**src/rtl/sprite_palette_bank.sv**
```systemverilog
// Multi-palette colour lookup for sprites: runtime-writable palette bank, frame-synchronous
// palette selection with optional base/alt flashing, one-cycle registered RGB + transparency flag.

module sprite_palette_bank_pal #(
    parameter int IDX_W = 4,
    parameter int DW    = 12
) (
    input  logic                            clk,
    input  logic                            rst,
    input  logic                            we,
    input  logic [IDX_W-1:0]                waddr,
    input  logic [DW-1:0]                   wdata,
    output logic [(2**IDX_W)-1:0][DW-1:0]   ents
);
    always_ff @(posedge clk or posedge rst) begin
        if (rst)
            ents <= '0;
        else if (we)
            ents[waddr] <= wdata;
    end
endmodule

module sprite_palette_bank #(
    parameter int IDX_W        = 4,
    parameter int CH_W         = 4,
    parameter int NUM_PAL      = 4,
    parameter int FLASH_FRAMES = 8,
    parameter int TRANSP_IDX   = 0,
    parameter int PAL_W        = (NUM_PAL > 2) ? $clog2(NUM_PAL) : 1
) (
    input  logic              clk,
    input  logic              rst,
    input  logic              wr_en,
    input  logic [PAL_W-1:0]  wr_pal,
    input  logic [IDX_W-1:0]  wr_idx,
    input  logic [3*CH_W-1:0] wr_rgb,
    input  logic [PAL_W-1:0]  pal_sel,
    input  logic              flash_en,
    input  logic [PAL_W-1:0]  flash_alt,
    input  logic              frame_start,
    input  logic              pix_valid,
    input  logic [IDX_W-1:0]  index,
    output logic [CH_W-1:0]   red,
    output logic [CH_W-1:0]   green,
    output logic [CH_W-1:0]   blue,
    output logic              out_valid,
    output logic              transparent,
    output logic [PAL_W-1:0]  active_pal
);
    localparam int NENT   = 2**IDX_W;
    localparam int DW     = 3*CH_W;
    localparam int STAGES = 1;
    localparam int FC_W   = (FLASH_FRAMES > 1) ? $clog2(FLASH_FRAMES) : 1;
    localparam logic [FC_W-1:0]  FC_MAX = FC_W'(FLASH_FRAMES-1);
    localparam logic [PAL_W:0]   NPAL   = (PAL_W+1)'(NUM_PAL);
    localparam logic [IDX_W-1:0] TIDX   = IDX_W'(TRANSP_IDX);

    typedef enum logic {BASE = 1'b0, ALT = 1'b1} fl_t;

    // ---------------- palette storage ----------------
    logic [NUM_PAL-1:0][NENT-1:0][DW-1:0] ents;
    logic [NUM_PAL-1:0]                   pal_we;

    // Out-of-range wr_pal matches no bank, so such writes fall away naturally.
    genvar g;
    generate
        for (g = 0; g < NUM_PAL; g++) begin : g_pal
            assign pal_we[g] = wr_en && (wr_pal == PAL_W'(g));
            sprite_palette_bank_pal #(
                .IDX_W (IDX_W),
                .DW    (DW)
            ) u_pal (
                .clk   (clk),
                .rst   (rst),
                .we    (pal_we[g]),
                .waddr (wr_idx),
                .wdata (wr_rgb),
                .ents  (ents[g])
            );
        end
    endgenerate

    // ---------------- lookup with write-through ----------------
    logic [NENT-1:0][DW-1:0] cur_pal;
    logic [DW-1:0]           rd_mem;
    logic [DW-1:0]           rd_rgb;
    logic                    fwd;

    assign cur_pal = ents[active_pal];
    assign rd_mem  = cur_pal[index];
    assign fwd     = wr_en && (wr_pal == active_pal) && (wr_idx == index);
    assign rd_rgb  = fwd ? wr_rgb : rd_mem;

    logic [STAGES:0] vld_pipe;
    logic [STAGES:1] vld_q;

    assign vld_pipe  = {vld_q, pix_valid};
    assign out_valid = vld_pipe[STAGES];

    always_ff @(posedge clk or posedge rst) begin
        if (rst)
            vld_q <= '0;
        else
            vld_q <= vld_pipe[STAGES-1:0];
    end

    // Colour and transparency hold their last value while pix_valid is low.
    always_ff @(posedge clk or posedge rst) begin
        if (rst) begin
            red         <= '0;
            green       <= '0;
            blue        <= '0;
            transparent <= 1'b0;
        end else if (pix_valid) begin
            {red, green, blue} <= rd_rgb;
            transparent        <= (index == TIDX);
        end
    end

    // ---------------- flash FSM ----------------
    fl_t              state, state_d;
    logic [FC_W-1:0]  fcnt, fcnt_d;
    logic [PAL_W-1:0] base_pal, base_d, act_d;

    always_ff @(posedge clk or posedge rst) begin
        if (rst) begin
            state      <= BASE;
            fcnt       <= '0;
            base_pal   <= '0;
            active_pal <= '0;
        end else begin
            state      <= state_d;
            fcnt       <= fcnt_d;
            base_pal   <= base_d;
            active_pal <= act_d;
        end
    end

    always_comb begin
        state_d = state;
        fcnt_d  = fcnt;
        if (!flash_en) begin
            state_d = BASE;
            fcnt_d  = '0;
        end else if (frame_start) begin
            if (fcnt == FC_MAX) begin
                fcnt_d  = '0;
                state_d = (state == BASE) ? ALT : BASE;
            end else begin
                fcnt_d = fcnt + 1'b1;
            end
        end
    end

    // Active palette follows the values loaded on the same edge, so base and flash changes land together.
    always_comb begin
        base_d = base_pal;
        act_d  = active_pal;
        if (frame_start) begin
            if ({1'b0, pal_sel} < NPAL)
                base_d = pal_sel;
            act_d = ((state_d == ALT) && ({1'b0, flash_alt} < NPAL)) ? flash_alt : base_d;
        end
    end
endmodule
```
**config.mk**
```make
export PLATFORM = sky130hd
export DESIGN_NAME = sprite_palette_bank
export DESIGN_NICKNAME = d
export VERILOG_FILES = /design/src/rtl/sprite_palette_bank.sv
export SDC_FILE = /design/constraint.sdc
export NUM_CORES = 1
export LEC_CHECK = 0
export CAP_MARGIN = 40
export CORE_ASPECT_RATIO = 0.7
export CORE_UTILIZATION = 40
export DETAILED_ROUTE_END_ITERATION = 8
export HOLD_SLACK_MARGIN = 0.1
export SYNTH_ARGS = -nofsm -noshare
export SYNTH_HDL_FRONTEND = slang
export SYNTH_SLANG_ARGS = --single-unit
```
**constraint.sdc**
```tcl
create_clock -name clk -period 37.8 [get_ports clk]
set_input_delay 3.78 -clock clk [delete_from_list [all_inputs] [get_ports clk]]
set_output_delay 3.78 -clock clk [all_outputs]
set_load 0.02 [all_outputs]
```
# After elaboration in Yosys (flattened, before gate mapping)
# Cells that the tools add are included.
# totals
reg_bits,788
inputBits,32
out_inout_bits,16
wordCells,112
# classes
add_sub_neg,1
order_cmp,4
n_eq_ne,7
mux,19
n_reduce_logical,9
# ops
operator,n
192-bit bitwise mux,4
192-bit binary-select mux with 2-bit select,1
192-bit 2-to-1 mux,1
12-bit binary-select mux with 4-bit select,1
12-bit demux with 4-bit select,1
12-bit 2-to-1 mux,3
"4-bit by 5-bit < comparator with 1-bit output, second input constant",2
3-bit 2-to-1 mux,3
1-bit logical AND,7
"2-bit equality test, second input constant",2
4-bit equality test,1
"4-bit by 1-bit >= comparator with 1-bit output, second input constant",1
4-bit logical NOT,1
1-bit 2-to-1 mux,4
"3-bit by 1-bit adder with 3-bit output, second input constant",1
"3-bit equality test, second input constant",1
"2-bit by 3-bit < comparator with 1-bit output, second input constant",1
"2-bit by 1-bit equality test with 1-bit output, second input constant",1
2-bit equality test,1
2-bit logical NOT,1
2-bit 2-to-1 mux,1
"2-bit by 1-bit inequality test with 1-bit output, second input constant",1

# Longest topological paths before layout
# Gate-level depths: netlist of run 1.
# depth
word_depth,5
mapped_depth,9
depth_no_buf,7

# Hierarchy
# Synthesis of run 1 repeated with hierarchy kept, for this count alone.
# unflattened
cells_unflattened,2410
hier_area_um2,36548.8
# modules_own_cells
module,instances,cells_per_inst,area_each_um2,seq_area_each_um2
sprite_palette_bank_pal,4,437,7241.9,4804.6
sprite_palette_bank,1,662,7581.0,500.5

# Worst setup path after synthesis of run 1
# No wires, ideal clock.
# synth_path
path_kind,input to register
startpoint,input wr_idx[0]
endpoint,register g_pal[3].u_pal.ents[168] (netlist name)
setup_time_ns,0.125
arrival_time_ns,5.193
required_ns,37.675
path_slack_ns,32.482
stages,6
n_path_buf,2
path_cell_list,buf_2 nand2b_1 or2_2 nor2_1 buf_2 mux2_2
# synth_between
elab_chain_cells,5
elab_cells_between_ends,6
classes_between,order compare: 2; mux: 3; reduce/logical: 1
# synth_rtl
item,line_no,text
"start, declared",35,"input logic [IDX_W-1:0] wr_idx,"
4-bit by 5-bit < comparator with 1-bit output (implied by the code) / 4-bit by 1-bit >= comparator with 1-bit output (equally long branches),19,ents[waddr] <= wdata;
1-bit logical AND (implied by the code),19,
12-bit 2-to-1 mux (implied by the code),19,
12-bit demux with 4-bit select *,n/a,
192-bit bitwise mux *,19,
"end signal, assigned by index",19,
"end, declared",13,output logic [(2**IDX_W)-1:0][DW-1:0] ents
# Mark *: on every way between the ends. The rest lies on a longest branch, timed or not.
# A chain may end at the register's enable or synchronous reset.

# Worst setup path after layout of run 1
# layout_path
startpoint,input index[1]
endpoint,register green[0]
# layout_between
elab_chain_cells,3
elab_cells_between_ends,5
classes_between,eq/ne: 1; mux: 3; reduce/logical: 1
# layout_rtl
item,line_no,text
"start, declared",42,"input logic [IDX_W-1:0] index,"
12-bit binary-select mux with 4-bit select / 4-bit equality test (equally long branches),"90, 91",
12-bit 2-to-1 mux (implied by the code) / 1-bit logical AND (equally long branches),"90, 91",
12-bit 2-to-1 mux *,92,assign rd_rgb = fwd ? wr_rgb : rd_mem;
"end signal, assigned",115,"{red, green, blue} <= rd_rgb;"
"end, declared",44,"output logic [CH_W-1:0] green,"
# Mark *: on every way between the ends. The rest lies on a longest branch, timed or not. The select of a mux whose other input is x is not followed.

==> reports/results.txt, run 1 <==
Leading area contributor after synthesis: sky130_fd_sc_hd__dfrtp_1
Switching power: 547 uW
IR Drop Worst-Case VDD: 0.0332 mV
Sequential share of power: 0.465
Max FO, Critical Path: 27
Number of DRC violations after detailed-routing iteration 0: 1772
Post-detailed-route wirelength per cell: 26.4 um
Number of slew-limit violations in the final report: 0
Worst slew slack as a fraction of its limit: 0.344
Average cell area after synthesis: 14.8 um2
Number of buffers created by CTS: 80
Number of synthesized flops with an enable pin: 0
FF+latch count, synth: 788
Placer's final routability congestion estimate: 0.856
CP Data Required Time: 38.34 ns
Maximum number of pins on one net before global-route repair: 166
Post-cts hold buffer count: 0
RSZ-0062 raised after global routing: no
Accumulated negative setup slack: 0 ns
Proportion of layout cells with a drive suffix above 1: 0.470
Switching share of power: 0.251
GRT Total Usage: 0.217
CP Data Arrival Time: 6.81 ns
Slew at the pin closest to its max-slew limit: 0.983 ns
Die Footprint: 92400 um2
Global route overflow: 0
Detailed-route wire length: 97700 um
Count of buffers from port buffering: 47
Max Cap Viol: 0
Share of total power in the clock network: 0.394
Flop2flop setup slack: 34.01 ns
Crit path capture type: flip-flop
Floorplan die width: 363 um
Final routed DRC violation total: 0
Number of optimization iterations in the first detailed-route pass: 5
Placed wire-length estimate: 62600 um
CTS clock-pin slew for the worst setup and hold paths: 0.07 ns
Post-layout instance count excluding filler cells: 3703
Highest-count cells in the layout ignoring fill and taps: 807 x sky130_fd_sc_hd__mux2_2, 786 x sky130_fd_sc_hd__dfrtp_1, 131 x sky130_fd_sc_hd__mux4_2
Dpl ws: 30.97 ns
Rows: 92
Final cycle utilization of the critical path: 0.166
Portion of total power attributed to combinational logic: 0.141
Clock tree root buffer cell: sky130_fd_sc_hd__clkbuf_16
Total power density per cell area: 53.5 nW/um2
Initial core utilization: 0.405
Seq/Total Area, Yosys: 0.541
Number of different library cells in the post-synthesis netlist: 53
Main synth FF type: sky130_fd_sc_hd__dfrtp_1
Overall die height: 255 um
Cells taking the most area after synthesis: sky130_fd_sc_hd__dfrtp_1 54%, sky130_fd_sc_hd__mux2_2 25%, sky130_fd_sc_hd__mux4_2 8.1%
Internal portion of total power: 1630 uW
Area added between synthesis and finish: 11.8%
FFs w/ async S/R, synth: 1.00
Syn_nets: 2498
Boundary pin count: 48
Final setup violation count: 0
Number of buffers added for setup after CTS: 0
Summed instance area of the synthesized netlist: 36500 um2
Post-route minimum period: 6.27 ns
Final count of hold timing violations: 0
Post-synthesis cell count: 2464
Commonest non-fill, non-tap cell in the layout: sky130_fd_sc_hd__mux2_2
Number of instances resized during post-cts repair: 0
Leakage power summed over all cells: 0.0191 uW
Vias in the first global route: 22200
Initial antenna violation count: 7
First-pass GRT wire length: 148000 um
Synth warn: 0
Area share of the leading cell type in the synthesized netlist: 0.541
Filler instances: 7814
Number of buffers on the longest clock path: 3
Crit path setup slack, layout: 31.53 ns
CP Launch Type: input pin
Critical Setup Path Class: input pin to flip-flop
Number of placed instances, taps included: 3560
Maximum clock frequency: 160 MHz
Clock Sink Count: 788
CTS tree: built
Type of the tightest min-delay check: flip-flop to flip-flop
Maximum clock skew at final layout: 0.0254 ns
Run status: complete, no violations
Count of nets left with antenna violations after detail routing: 0
Core area: 90100 um2
Clock latency of the later-clocked register in the worst-skew pair: 0.66 ns
Count of nets after finishing: 2454
H-tree levels: 3
Vias per cell: 5.72
Detailed-route via count: 21200
routing by layer:
| layer | part of all wire | GRT usage | vias up |
|---|---|---|---|
| met2 | 0.43 | 0.314 | 571 |
| met3 | 0.066 | 0.0533 | 151 |
| met5 | 0.00037 | 0 | - |
| met1 | 0.48 | 0.325 | 11500 |
| met4 | 0.021 | 0.0523 | 8 |
| li1 | - | - | 8985 |
power by group through the flow:
stage                     sequential (uW)  clock [uW]  combinational, uW
after floorplan                      1010           0                229
after global placement               1020           0                292
after detailed placement             1030           0                309
after CTS                            1010         879                310
after global routing                 1030         910                331
final                                1010         858                308
critical path, stage by stage:
cell and delay, ns:
sky130_fd_sc_hd__clkdlybuf4s50_1 0.46, sky130_fd_sc_hd__buf_4 0.35, sky130_fd_sc_hd__and3b_1 0.40, sky130_fd_sc_hd__a221oi_1 0.90, sky130_fd_sc_hd__nand3_1 0.44, sky130_fd_sc_hd__a31oi_1 0.34
sky130_fd_sc_hd__o31ai_1 0.11
sequential cells by signal, summed over array words and instances (netlist names):
signal            cells
out_valid             1
g_pal.u_pal.ents    768
blue                  4
transparent           1
state                 1
fcnt                  3
green                 4
active_pal            2
red                   4
layout make-up:
type                            instances  area [um2]  area share
Inverter                                5        26.3    0.000644
Multi-Input combinational cell       1431       15500       0.381
Timing Repair Buffer                  114        1140      0.0280
Clock inverter                         31         483      0.0118
Clock buffer                          110        2340      0.0574
Tap cell                             1222        1530      0.0375
Sequential cell                       788       19700       0.484
Antenna cell                            2        5.00    0.000123
logic make-up after synthesis:
kind of cell / share of synthesized area
buf+inv: 0.0343
mux: 0.367
flops: 0.541
compound gates: 0.0292
simple gates: 0.0269
xor+xnor: 0.00168
fa+ha+maj: 0.000686
final timing paths:
path,startpoint,to,cells past startpoint
worst min register to register,g_pal[3].u_pal.ents[95]$_DFFE_PP0P_,g_pal[3].u_pal.ents[95]$_DFFE_PP0P_,1
worst max-delay path,index[1],green[0]$_DFFE_PP0P_,7
max in group asynchronous,rst,g_pal[3].u_pal.ents[88]$_DFFE_PP0P_,5
min in group asynchronous,rst,fcnt[2]$_DFFE_PP0P_,2
worst max register to register,active_pal[0]$_DFFE_PP0P_,green[3]$_DFFE_PP0P_,9
worst min-delay path,g_pal[3].u_pal.ents[95]$_DFFE_PP0P_,g_pal[3].u_pal.ents[95]$_DFFE_PP0P_,1
stage by stage:
stage / hold WS, ns / utilization / area (um2) / power [uW]
2_1_floorplan: 0.453 / - / 36500 / 1240
3_3_place_gp: 0.465 / 0.417 / 37600 / 1320
3_5_place_dp: 0.472 / 0.421 / 37900 / 1340
4_1_cts: 0.485 / 0.452 / 40800 / 2200
5_1_grt: 0.506 / 0.452 / 40800 / 2270
6_report: 0.482 / 0.452 / 40800 / 2180
Yosys cell counts, types with 7 or more instances:
master,count
sky130_fd_sc_hd__mux2i_1,126
sky130_fd_sc_hd__nand2_1,63
sky130_fd_sc_hd__a22oi_1,23
sky130_fd_sc_hd__a221oi_1,10
sky130_fd_sc_hd__mux2_1,7
sky130_fd_sc_hd__a31oi_1,12
sky130_fd_sc_hd__a41o_1,11
sky130_fd_sc_hd__buf_2,93
sky130_fd_sc_hd__nor2_1,39
sky130_fd_sc_hd__dfrtp_1,788
sky130_fd_sc_hd__o31ai_1,11
sky130_fd_sc_hd__o21ai_0,14
sky130_fd_sc_hd__nor2b_1,16
sky130_fd_sc_hd__o22ai_1,45
sky130_fd_sc_hd__a21oi_1,13
sky130_fd_sc_hd__mux4_2,131
sky130_fd_sc_hd__clkbuf_1,107
sky130_fd_sc_hd__buf_4,19
sky130_fd_sc_hd__buf_6,19
sky130_fd_sc_hd__or3_1,24
sky130_fd_sc_hd__mux2_2,807
sky130_fd_sc_hd__nand3_1,13
sky130_fd_sc_hd__nor3_1,9
No activity file was read; power rests on OpenSTA's default activity.
==> run 2, diff against run 1 <==
clock period = 6.18 ns   (was 37.8 ns; I/O delays follow)
==> reports/results.txt, run 2 (synthesis gave the netlist of run 1 again) <==
Maximum clock skew at final layout: 0.0331 ns
Count of nets left with antenna violations after detail routing: 0
Placed inst area: 38100 um2
Final cycle utilization of the critical path: 0.534
Proportion of layout cells with a drive suffix above 1: 0.471
CTS tree: built
Leakage power summed over all cells: 0.0191 uW
Placed wire-length estimate: 64600 um
Placer's final routability congestion estimate: 0.834
Number of optimization iterations in the first detailed-route pass: 7
Final instance area: 40800 um2
Final count of hold timing violations: 0
Highest-count cells in the layout ignoring fill and taps: 807 x sky130_fd_sc_hd__mux2_2, 786 x sky130_fd_sc_hd__dfrtp_1, 131 x sky130_fd_sc_hd__mux4_2
H-tree levels: 3
Initial antenna violation count: 8
Critical path startpoint: active_pal[0]$_DFFE_PP0P_
Detailed-route wire length: 99100 um
Post-route minimum period: 3.30 ns
Boundary pin count: 48
Die Footprint: 92400 um2
Worst R2R Start: active_pal[0]$_DFFE_PP0P_
Global route overflow: 0
Worst reg2reg path endpoint: red[0]$_DFFE_PP0P_
Rows: 92
Flip-flop count of the largest register, all copies and words added: 768
Share of the core filled with cells: 0.452
Accumulated negative setup slack: 0 ns
Number of DRC violations after detailed-routing iteration 0: 1691
CTS clock-pin slew for the worst setup and hold paths: 0.07 ns
Final setup violation count: 0
Floorplan die width: 363 um
Critical Setup Path Class: flip-flop to flip-flop
Initial core utilization: 0.405
Vias in the first global route: 22100
Final routed DRC violation total: 0
Clock Sink Count: 788
Number of buffers created by CTS: 78
Crit path capture type: flip-flop
Type of the tightest min-delay check: input pin to asynchronous set/reset pin
Core area: 90100 um2
Final Power: 13000 uW
Clock tree root buffer cell: sky130_fd_sc_hd__clkbuf_16
Most flops, register: g_pal.u_pal.ents
GRT Total Usage: 0.218
Number of slew-limit violations in the final report: 0
Number of instances resized during post-cts repair: 0
Maximum number of pins on one net before global-route repair: 156
IR Drop Worst-Case VDD: 0.234 mV
Number of buffers on the longest clock path: 3
Flop2flop setup slack: 2.88 ns
Max Cap Viol: 0
Post-cts hold buffer count: 0
Capturing instance or port of the critical path: red[0]$_DFFE_PP0P_
Count of buffers from port buffering: 47
RSZ-0062 raised after global routing: no
Detailed-route via count: 21300
CP Launch Type: flip-flop
Slew at the pin closest to its max-slew limit: 1.06 ns
Max FO, Critical Path: 34
Maximum clock frequency: 303 MHz
Number of antenna cells inserted: 0
Vias per cell: 5.73
Commonest non-fill, non-tap cell in the layout: sky130_fd_sc_hd__mux2_2
CP Data Arrival Time: 3.86 ns
Number of buffers added for setup after CTS: 0
Worst slew slack as a fraction of its limit: 0.286
CP Data Required Time: 6.74 ns
Run status: complete, no violations
Total power density per cell area: 319 nW/um2
First-pass GRT wire length: 150000 um
Clock latency of the later-clocked register in the worst-skew pair: 0.65 ns
Depth of the worst register-to-register path: 8
Filler instances: 7867
Overall die height: 255 um
Count of nets after finishing: 2466
Post-detailed-route wirelength per cell: 26.7 um
Area added between synthesis and finish: 11.8%
==> run 2: changes by cell type in the layout (fill, tap and decap cells not counted), sizes merged <==
cell / previous run / this run
bufinv: 12 / 4
clkinv: 15 / 12
inv: 7 / 6
buf: 80 / 94
diode: 2 / 0
clkbuf: 110 / 122
==> run 2: power breakdown <==
part	switching (uW)	total, uW	leakage (uW)	internal (uW)
sequential	361	6200	0.0105	5840
combinational	896	1900	0.00735	1000
clock	2040	4890	0.00130	2850
==> run 2: how the worst min path moves through the flow <==
stage,cells after the start,start,slack (ns),endpoint
floorplan,1,g_pal[3].u_pal.ents[95]$_DFFE_PP0P_,0.45,g_pal[3].u_pal.ents[95]$_DFFE_PP0P_
detailed placement,1,g_pal[2].u_pal.ents[53]$_DFFE_PP0P_,0.48,g_pal[2].u_pal.ents[53]$_DFFE_PP0P_
global route,2,rst,0.29,g_pal[2].u_pal.ents[19]$_DFFE_PP0P_
CTS,2,rst,0.26,g_pal[2].u_pal.ents[19]$_DFFE_PP0P_
global placement,1,g_pal[3].u_pal.ents[95]$_DFFE_PP0P_,0.47,g_pal[3].u_pal.ents[95]$_DFFE_PP0P_
finish,2,rst,0.29,g_pal[2].u_pal.ents[19]$_DFFE_PP0P_
==> run 2: layout make-up <==
cell class | instances | area, um2 | share of cell area
flip-flops and latches | 788 | 19700 | 0.484
multi-input cells | 1431 | 15500 | 0.381
clock buffers | 122 | 2410 | 0.0592
well taps | 1222 | 1530 | 0.0375
repair buffers | 128 | 1340 | 0.0328
clock inverters | 19 | 220 | 0.00540
inverters | 5 | 22.5 | 0.000552
==> run 2: layer usage <==
layer  part of all wire  global-route usage  vias to the layer above  wire [um]
li1                   -                   -                     9014          -
met1               0.49               0.333                    11600      48100
met2               0.43               0.314                      498      42900
met3              0.060              0.0452                      149       5980
met4              0.020              0.0502                       14       1960
met5            0.00074                   0                        -         73
==> run 2: per-stage QoR <==
stage	instances	setup WS, ns	hold WS [ns]
floorplan	2464	-5.25	0.453
finish	3715	2.88	0.287
detailed placement	3573	2.71	0.479
global route	3715	2.75	0.288
CTS	3714	2.92	0.264
global placement	3545	1.94	0.466
==> run 2: critical path, cell delays in order (launching register included) <==
cell,delay (ns)
sky130_fd_sc_hd__dfrtp_4,0.63
sky130_fd_sc_hd__buf_16,0.30
sky130_fd_sc_hd__buf_4,0.38
sky130_fd_sc_hd__or3b_1,0.58
sky130_fd_sc_hd__buf_16,0.24
sky130_fd_sc_hd__o22ai_1,0.40
sky130_fd_sc_hd__or3_1,0.28
sky130_fd_sc_hd__a21oi_1,0.13
sky130_fd_sc_hd__o31ai_1,0.24
